[src/rtl/enc_dec_pkg.sv]
// Shared types and helpers for the encoder/decoder command sequencer.
package enc_dec_pkg;

  typedef enum logic [1:0] {
    ENC     = 2'b00,
    DEC     = 2'b01,
    CHAN    = 2'b10,
    ILLEGAL = 2'b11
  } op_e;

  typedef enum logic [1:0] {
    W8   = 2'b00,
    W16  = 2'b01,
    W32  = 2'b10,
    W32X = 2'b11
  } width_e;

  typedef enum logic [2:0] {
    StIdle,
    StIssue,
    StWait,
    StNoise,
    StDone
  } state_e;

  localparam logic [1:0] NERR_INVALID = 2'b11;

  // Noise mask covering only the active codeword bits.
  function automatic logic [31:0] width_mask(width_e w);
    logic [31:0] m;
    case (w)
      W8:      m = 32'h0000_00FF;
      W16:     m = 32'h0000_FFFF;
      default: m = 32'hFFFF_FFFF;
    endcase
    return m;
  endfunction

endpackage

[src/rtl/enc_dec_seq_wdog.sv]
// Loadable down-counter bounding one core transaction; expire is high once the count hits zero.
module enc_dec_seq_wdog #(
  parameter int unsigned TIMEOUT = 255
) (
  input  logic clk,
  input  logic rst,
  input  logic load,
  input  logic dec,
  output logic expire
);

  localparam int unsigned CntW = $clog2(TIMEOUT + 1);
  // Loaded one short so the TIMEOUT-th WAIT cycle sees zero.
  localparam logic [CntW-1:0] LoadVal = CntW'(TIMEOUT - 1);

  logic [CntW-1:0] cnt_q, cnt_d;

  always_comb begin
    cnt_d = cnt_q;
    if (load) begin
      cnt_d = LoadVal;
    end else if (dec && (cnt_q != '0)) begin
      cnt_d = cnt_q - 1'b1;
    end
  end

  always_ff @(posedge clk or posedge rst) begin
    if (rst) begin
      cnt_q <= '0;
    end else begin
      cnt_q <= cnt_d;
    end
  end

  assign expire = (cnt_q == '0);

endmodule

[src/rtl/enc_dec_seq.sv]
// Command sequencer driving the encoder/decoder core through encode, decode or full channel.
// Optional watchdog on core transactions: define ENC_DEC_SEQ_TIMEOUT_EN.
module enc_dec_seq
  import enc_dec_pkg::*;
#(
  parameter int unsigned DATA_WIDTH = 32,
  parameter int unsigned TIMEOUT    = 255
) (
  input  logic                  clk,
  input  logic                  rst,
  input  logic                  start,
  input  logic [1:0]            ctrl_op,
  input  logic [DATA_WIDTH-1:0] data_in,
  input  logic [1:0]            codeword_width,
  input  logic [DATA_WIDTH-1:0] noise,
  output logic                  core_start,
  output logic                  core_mode,
  output logic [1:0]            core_width,
  output logic [DATA_WIDTH-1:0] core_din,
  input  logic                  core_done,
  input  logic [DATA_WIDTH-1:0] core_dout,
  input  logic [1:0]            core_nerr,
  output logic [DATA_WIDTH-1:0] data_out,
  output logic [1:0]            num_of_errors,
  output logic                  operation_done,
  output logic                  busy,
  output logic                  timeout_err
);

  state_e                state_q, state_d;
  op_e                   op_q, op_d;
  width_e                width_q, width_d;
  logic [DATA_WIDTH-1:0] din_q, din_d;
  logic [DATA_WIDTH-1:0] noise_q, noise_d;
  logic [DATA_WIDTH-1:0] dout_q, dout_d;
  logic [1:0]            nerr_q, nerr_d;
  logic                  pass2_q, pass2_d;
  logic                  wdog_expire;
  logic                  to_set, to_clr;
  logic [DATA_WIDTH-1:0] mask;

  always_comb begin
    if (width_q == W32 || width_q == W32X) begin
      mask = '1;
    end else begin
      mask = DATA_WIDTH'(width_mask(width_q));
    end
  end

  always_comb begin
    state_d = state_q;
    op_d    = op_q;
    width_d = width_q;
    din_d   = din_q;
    noise_d = noise_q;
    dout_d  = dout_q;
    nerr_d  = nerr_q;
    pass2_d = pass2_q;
    to_set  = 1'b0;
    to_clr  = 1'b0;
    unique case (state_q)
      StIdle: begin
        if (start) begin
          op_d    = op_e'(ctrl_op);
          width_d = width_e'(codeword_width);
          din_d   = data_in;
          noise_d = noise;
          pass2_d = 1'b0;
          to_clr  = 1'b1;
          if (op_e'(ctrl_op) == ILLEGAL) begin
            dout_d  = '0;
            nerr_d  = NERR_INVALID;
            state_d = StDone;
          end else begin
            state_d = StIssue;
          end
        end
      end
      StIssue: state_d = StWait;
      StWait: begin
        if (core_done) begin
          if (op_q == CHAN && !pass2_q) begin
            din_d   = core_dout;
            state_d = StNoise;
          end else begin
            dout_d  = core_dout;
            nerr_d  = (op_q == ENC) ? 2'b00 : core_nerr;
            state_d = StDone;
          end
        end else if (wdog_expire) begin
          dout_d  = '0;
          nerr_d  = NERR_INVALID;
          to_set  = 1'b1;
          state_d = StDone;
        end
      end
      StNoise: begin
        // Bits above the codeword width pass through untouched.
        din_d   = din_q ^ (noise_q & mask);
        pass2_d = 1'b1;
        state_d = StIssue;
      end
      StDone:  state_d = StIdle;
      default: state_d = StIdle;
    endcase
  end

  always_ff @(posedge clk or posedge rst) begin
    if (rst) begin
      state_q <= StIdle;
      op_q    <= ENC;
      width_q <= W8;
      din_q   <= '0;
      noise_q <= '0;
      dout_q  <= '0;
      nerr_q  <= '0;
      pass2_q <= 1'b0;
    end else begin
      state_q <= state_d;
      op_q    <= op_d;
      width_q <= width_d;
      din_q   <= din_d;
      noise_q <= noise_d;
      dout_q  <= dout_d;
      nerr_q  <= nerr_d;
      pass2_q <= pass2_d;
    end
  end

  assign core_start     = (state_q == StIssue);
  assign core_mode      = (op_q == DEC) || pass2_q;
  assign core_width     = width_q;
  assign core_din       = din_q;
  assign data_out       = dout_q;
  assign num_of_errors  = nerr_q;
  assign operation_done = (state_q == StDone);
  assign busy           = (state_q != StIdle);

`ifdef ENC_DEC_SEQ_TIMEOUT_EN
  logic timeout_q;

  enc_dec_seq_wdog #(
    .TIMEOUT(TIMEOUT)
  ) u_wdog (
    .clk   (clk),
    .rst   (rst),
    .load  (state_q == StIssue),
    .dec   (state_q == StWait),
    .expire(wdog_expire)
  );

  always_ff @(posedge clk or posedge rst) begin
    if (rst) begin
      timeout_q <= 1'b0;
    end else if (to_clr) begin
      timeout_q <= 1'b0;
    end else if (to_set) begin
      timeout_q <= 1'b1;
    end
  end

  assign timeout_err = timeout_q;
`else
  logic unused_cfg;
  assign wdog_expire = 1'b0;
  assign timeout_err = 1'b0;
  assign unused_cfg  = ^{TIMEOUT, to_set, to_clr};
`endif

endmodule

[config.mk]
export PLATFORM = sky130hd
export DESIGN_NAME = enc_dec_seq
export DESIGN_NICKNAME = d
export VERILOG_FILES = /design/src/rtl/enc_dec_pkg.sv /design/src/rtl/enc_dec_seq_wdog.sv /design/src/rtl/enc_dec_seq.sv
export SDC_FILE = /design/constraint.sdc
export NUM_CORES = 1
export LEC_CHECK = 0
export CAP_MARGIN = 40
export CORE_MARGIN = 2
export CORE_UTILIZATION = 40
export CTS_CLUSTER_SIZE = 8
export DETAILED_ROUTE_END_ITERATION = 8
export HOLD_SLACK_MARGIN = 0.1
export PLACE_DENSITY = 0.8
export SYNTH_ARGS = -nofsm -noshare
export SYNTH_HDL_FRONTEND = slang
export SYNTH_SLANG_ARGS = --single-unit
[constraint.sdc]
create_clock -name clk -period 4.85 [get_ports clk]
set_clock_uncertainty 0.15 [all_clocks]
set_input_delay 0.97 -clock clk [delete_from_list [all_inputs] [get_ports clk]]
set_output_delay 0.97 -clock clk [all_outputs]
set_load 0.02 [all_outputs]
=== Yosys cells after proc, flatten, opt, wreduce, memory -nomap -nowiden ===
Cells that the tools add are included.

* Bits in registers: 106
* Bits of input ports: 106
* Output and inout bits: 73

* Equal/unequal tests: 15
* Muxes and demuxes: 24
* Bitwise logic cells: 2
* Reductions and logical operators: 16

{| class="wikitable"
|+ Operators by type and width
! cell !! count
|-
| 32-bit 2-to-1 mux || 8
|-
| 32-bit one-hot mux with 2 select lines || 2
|-
| 32-bit one-hot mux with 3 select lines || 1
|-
| 32-bit AND || 1
|-
| 32-bit bitwise XOR || 1
|-
| 3-bit 2-to-1 mux || 4
|-
| 3-bit one-hot mux with 4 select lines || 1
|-
| 2-bit 2-to-1 mux || 5
|-
| 2-bit inequality test (second input constant) || 5
|-
| 2-bit equality test (second input constant) || 4
|-
| 3-bit by 2-bit equality test with 1-bit output (second input constant) || 2
|-
| 2-bit AND reduction || 3
|-
| 3-bit nonzero test || 2
|-
| 5-bit AND reduction || 1
|-
| 2-bit by 1-bit equality test with 1-bit output (second input constant) || 2
|-
| 2-bit zero test || 2
|-
| 2-bit one-hot mux with 2 select lines || 1
|-
| 4-bit AND reduction || 1
|-
| 2-bit nonzero test || 2
|-
| 3-bit by 1-bit equality test with 1-bit output (second input constant) || 1
|-
| 3-bit equality test (second input constant) || 1
|-
| 3-bit zero test || 1
|-
| 1-bit logical OR || 2
|-
| 1-bit one-hot mux with 2 select lines || 1
|-
| other kinds (3) || 3
|}

=== Depth between registers and ports, before layout ===
* Depth in word-level cells: 6
* Gate-level depth with buffers: 8

=== Worst setup path before layout ===
No wires, ideal clock.

* Kind: input to register
* Start: in start
* End: reg noise_q[10]
* Arrival time: 2.042 ns
* Setup slack: 2.533 ns
* Cell stages on the path: 4
* Buffers on the path: 2
* Cell sequence: nor4b_1 buf_2 buf_2 mux2_2

* Longest elaborated chain between the ends: 1

{| class="wikitable"
|+ Ends and longest elaborated chain
! what !! line !! text
|-
| start, declared || enc_dec_seq.sv:11 || <nowiki>input logic start,</nowiki>
|-
| 2-bit AND reduction (no line) || - ||
|-
| end signal, assigned || enc_dec_seq.sv:123 || <nowiki>noise_q <= noise_d;</nowiki>
|-
| end, declared || enc_dec_seq.sv:34 || <nowiki>logic [DATA_WIDTH-1:0] noise_q, noise_d;</nowiki>
|}

Every way passes these cells.
A chain may end at the register's enable or synchronous reset.

=== Worst setup path in the final report ===
* Start: reg state_q[0]
* End: out busy

* Longest elaborated chain between the ends: 1

{| class="wikitable"
|+ Ends and longest elaborated chain
! what !! line !! text
|-
| start, declared || enc_dec_seq.sv:30 || <nowiki>state_e state_q, state_d;</nowiki>
|-
| start signal, assigned || enc_dec_seq.sv:110 || <nowiki>state_q <= StIdle;</nowiki>
|-
| start signal, assigned || enc_dec_seq.sv:119 || <nowiki>state_q <= state_d;</nowiki>
|-
| 3-bit nonzero test || enc_dec_seq.sv:137 || <nowiki>assign busy = (state_q != StIdle);</nowiki>
|-
| end, declared || enc_dec_seq.sv:26 || <nowiki>output logic busy,</nowiki>
|}

Every way passes these cells.

==> qor.txt <==
GRT Resource Usage Total -> 0.222
Post-detail-place hpwl -> 10,500 um
DRC viols -> 0
Worst setup SP type -> flip-flop
Final #Nets -> 733
VDD IR max -> 0.401 mV
Share of cells above drive strength 1 -> 0.119
H-tree depth -> 3
Clk buf depth -> 2
CTS tree -> built
CP Max Fanout -> 19
DRT antenna net count -> 0
Seq/Total Area, Yosys -> 0.509
Storage element area -> 0.00265 mm2
Clock Sinks -> 106
Total die area -> 0.0139 mm2
Max Freq -> 328 MHz
Initial core utilization -> 0.411
Die height -> 118 um
Syn Inst Count -> 469
Fin crit period -> 3.05 ns
Die X -> 118 um
Routed wire length -> 15,400 um
Hold Slack -> 0.327 ns
Drt wl/cell -> 19.2 um
TNS Setup -> 0 ns
Yosys top cell by area -> dfrtp_1
Top cells by area, synth -> dfrtp_1 (51%), mux2_2 (7.6%), a21bo_1 (5.6%)
Placer's final routability congestion estimate -> 0.788
Global-route wire length before repair -> 25,000 um
Headroom to the max-slew limit -> 0.377
Multi-input gate area -> 0.00227 mm2
Design area -> 0.00738 mm2
Pwr dens -> 677 mW/mm2
Synth top area share -> 0.509
CTS resizes -> 0
Tcrit/Tclk final -> 0.629
Max_cap viols -> 0
# IOs -> 179
Vias/cell -> 5.61
Yosys warning count -> 0
Area after DPL -> 0.00704 mm2
Number of I/O port buffers -> 177
Cell Count, Final, Fillers Out -> 804
Critical path arrival -> 1.93 ns
Number of global-route vias before repair -> 4,776
Final setup fails -> 0
CTS root buf -> clkbuf_16
Pwr Total -> 4.99 mW
Async SR Flop Fraction -> 1.00
Post-synth EDFFs -> 0
Synth cell types -> 37
Fill cells -> 1,052
Crit path kind -> reg -> out
Syn Area/Cell -> 11.1 um2
Initial DRT Pass Iterations -> 5
Initial antenna violation count -> 0
Req. time, crit path -> 3.73 ns
P&R area growth vs syn -> 41.7%
Worst Setup End Kind -> output port
Mapped Nets -> 575
Post-Synthesis Cell Area -> 0.00521 mm2
Congestion Overflow GR -> 0
Worst-Margin Slew -> 0.934 ns
Core Rows -> 41
Number of synthesized register bits -> 106
Worst min-delay path class -> reg -> reg
Most frequent cell after synthesis -> dfrtp_1
Clk_lat worst skew -> 0.34 ns
Hold buffer count at cts -> 0
Area of the core -> 0.0127 mm2
Status -> finished, final reports clean
Initial drt markers -> 463
Lkg Pwr -> 3.23 nW
Unrepaired setup endpoints after global routing -> no
Diodes inserted -> 0
CTS buffer count -> 9
Placed cell count -> 786
Post-synth top cells -> dfrtp_1 (106), o21ai_0 (49), mux2_2 (35)
Largest net degree at the start of global routing -> 59
Clock transition at path regs -> 0.07 ns
Final hold violation count -> 0
Top FF cell, synth -> dfrtp_1
Count of pins over their slew limit -> 0
Post-CTS setup buffers -> 0
Vias -> 4,508
## registers in the layout, indices dropped and copies added (netlist names)
register       cells
core_width         2
noise_q           32
num_of_errors      2
core_din          32
pass2_q            1
state_q            3
data_out          32
op_q               2
## placed cells by master, fill, tap and decap left out, types with 2 or more instances in the layout
| cell type | n |
|---|---|
| mux2i_1 | 9 |
| nand3b_1 | 2 |
| nand2_1 | 12 |
| nor2_1 | 13 |
| inv_1 | 11 |
| inv_8 | 2 |
| mux2_2 | 35 |
| a222oi_1 | 24 |
| clkbuf_16 | 9 |
| buf_4 | 11 |
| nand2b_1 | 3 |
| clkdlybuf4s50_1 | 177 |
| dfrtp_1 | 106 |
| a21bo_1 | 29 |
| a21oi_1 | 29 |
| o21ai_1 | 4 |
| clkinv_4 | 2 |
| a21bo_2 | 3 |
| and2_1 | 2 |
| nand4_1 | 32 |
| o21ai_0 | 49 |
| nor2b_1 | 33 |
| o211ai_1 | 8 |
| o22ai_1 | 8 |
## metal layers
metal  vias up  GRT usage  part of all wire
met5         -          0                 0
met1      2243      0.275              0.42
met2       175      0.388              0.51
met4         0     0.0730             0.019
li1       2068          -                 -
met3        22     0.0426             0.054
## final timing paths
kind | start | slack [ns] | depth (start not counted) | end
setup / recovery | state_q[0]$_DFFE_PP0P_ | 1.80 | 3 | busy
hold / removal | data_out[12]$_DFFE_PP0P_ | 0.33 | 1 | data_out[12]$_DFFE_PP0P_
setup reg to reg | state_q[0]$_DFFE_PP0P_ | 2.28 | 5 | data_out[30]$_DFFE_PP0P_
hold reg to reg | data_out[12]$_DFFE_PP0P_ | 0.33 | 1 | data_out[12]$_DFFE_PP0P_
max in group asynchronous | rst | 2.75 | 3 | data_out[27]$_DFFE_PP0P_
min in group asynchronous | rst | 0.95 | 2 | noise_q[1]$_DFFE_PP0P_
## through the flow
stage | setup WS, ns | util
floorplan | 0.941 | -
global placement | 1.71 | 0.555
detailed placement | 1.58 | 0.555
CTS | 1.43 | 0.580
global route | 1.76 | 0.582
finish | 1.80 | 0.582
## cell type report
cell class | count | area share
Tap cell | 172 | 0.0292
Clock buffer | 9 | 0.0305
Clock inverter | 7 | 0.0114
Sequential cell | 106 | 0.360
Inverter | 12 | 0.00644
Timing Repair Buffer | 190 | 0.256
Multi-Input combinational cell | 308 | 0.307
## cell families (layout without fill, tap and decap cells)
| group | after synthesis | in the layout | share of synthesized area |
|---|---|---|---|
| other cells | 1 | 1 | 0.000720 |
| flops | 106 | 106 | 0.509 |
| mux | 44 | 44 | 0.0930 |
| simple gates | 104 | 104 | 0.117 |
| compound gates | 159 | 159 | 0.219 |
| buf+inv | 55 | 218 | 0.0610 |
## critical path, stage by stage, from the launching register on
cell	delay, ns
dfrtp_1	0.42
buf_16	0.18
or3_4	0.43
clkdlybuf4s50_1	0.55
## where the power goes
group | internal [mW] | switching [mW] | leakage (nW)
registers | 1.33 | 0.344 | 1.33
logic | 1.20 | 1.36 | 1.74
clock network | 0.411 | 0.347 | 0.154
No activity file was read; power rests on OpenSTA's default activity.
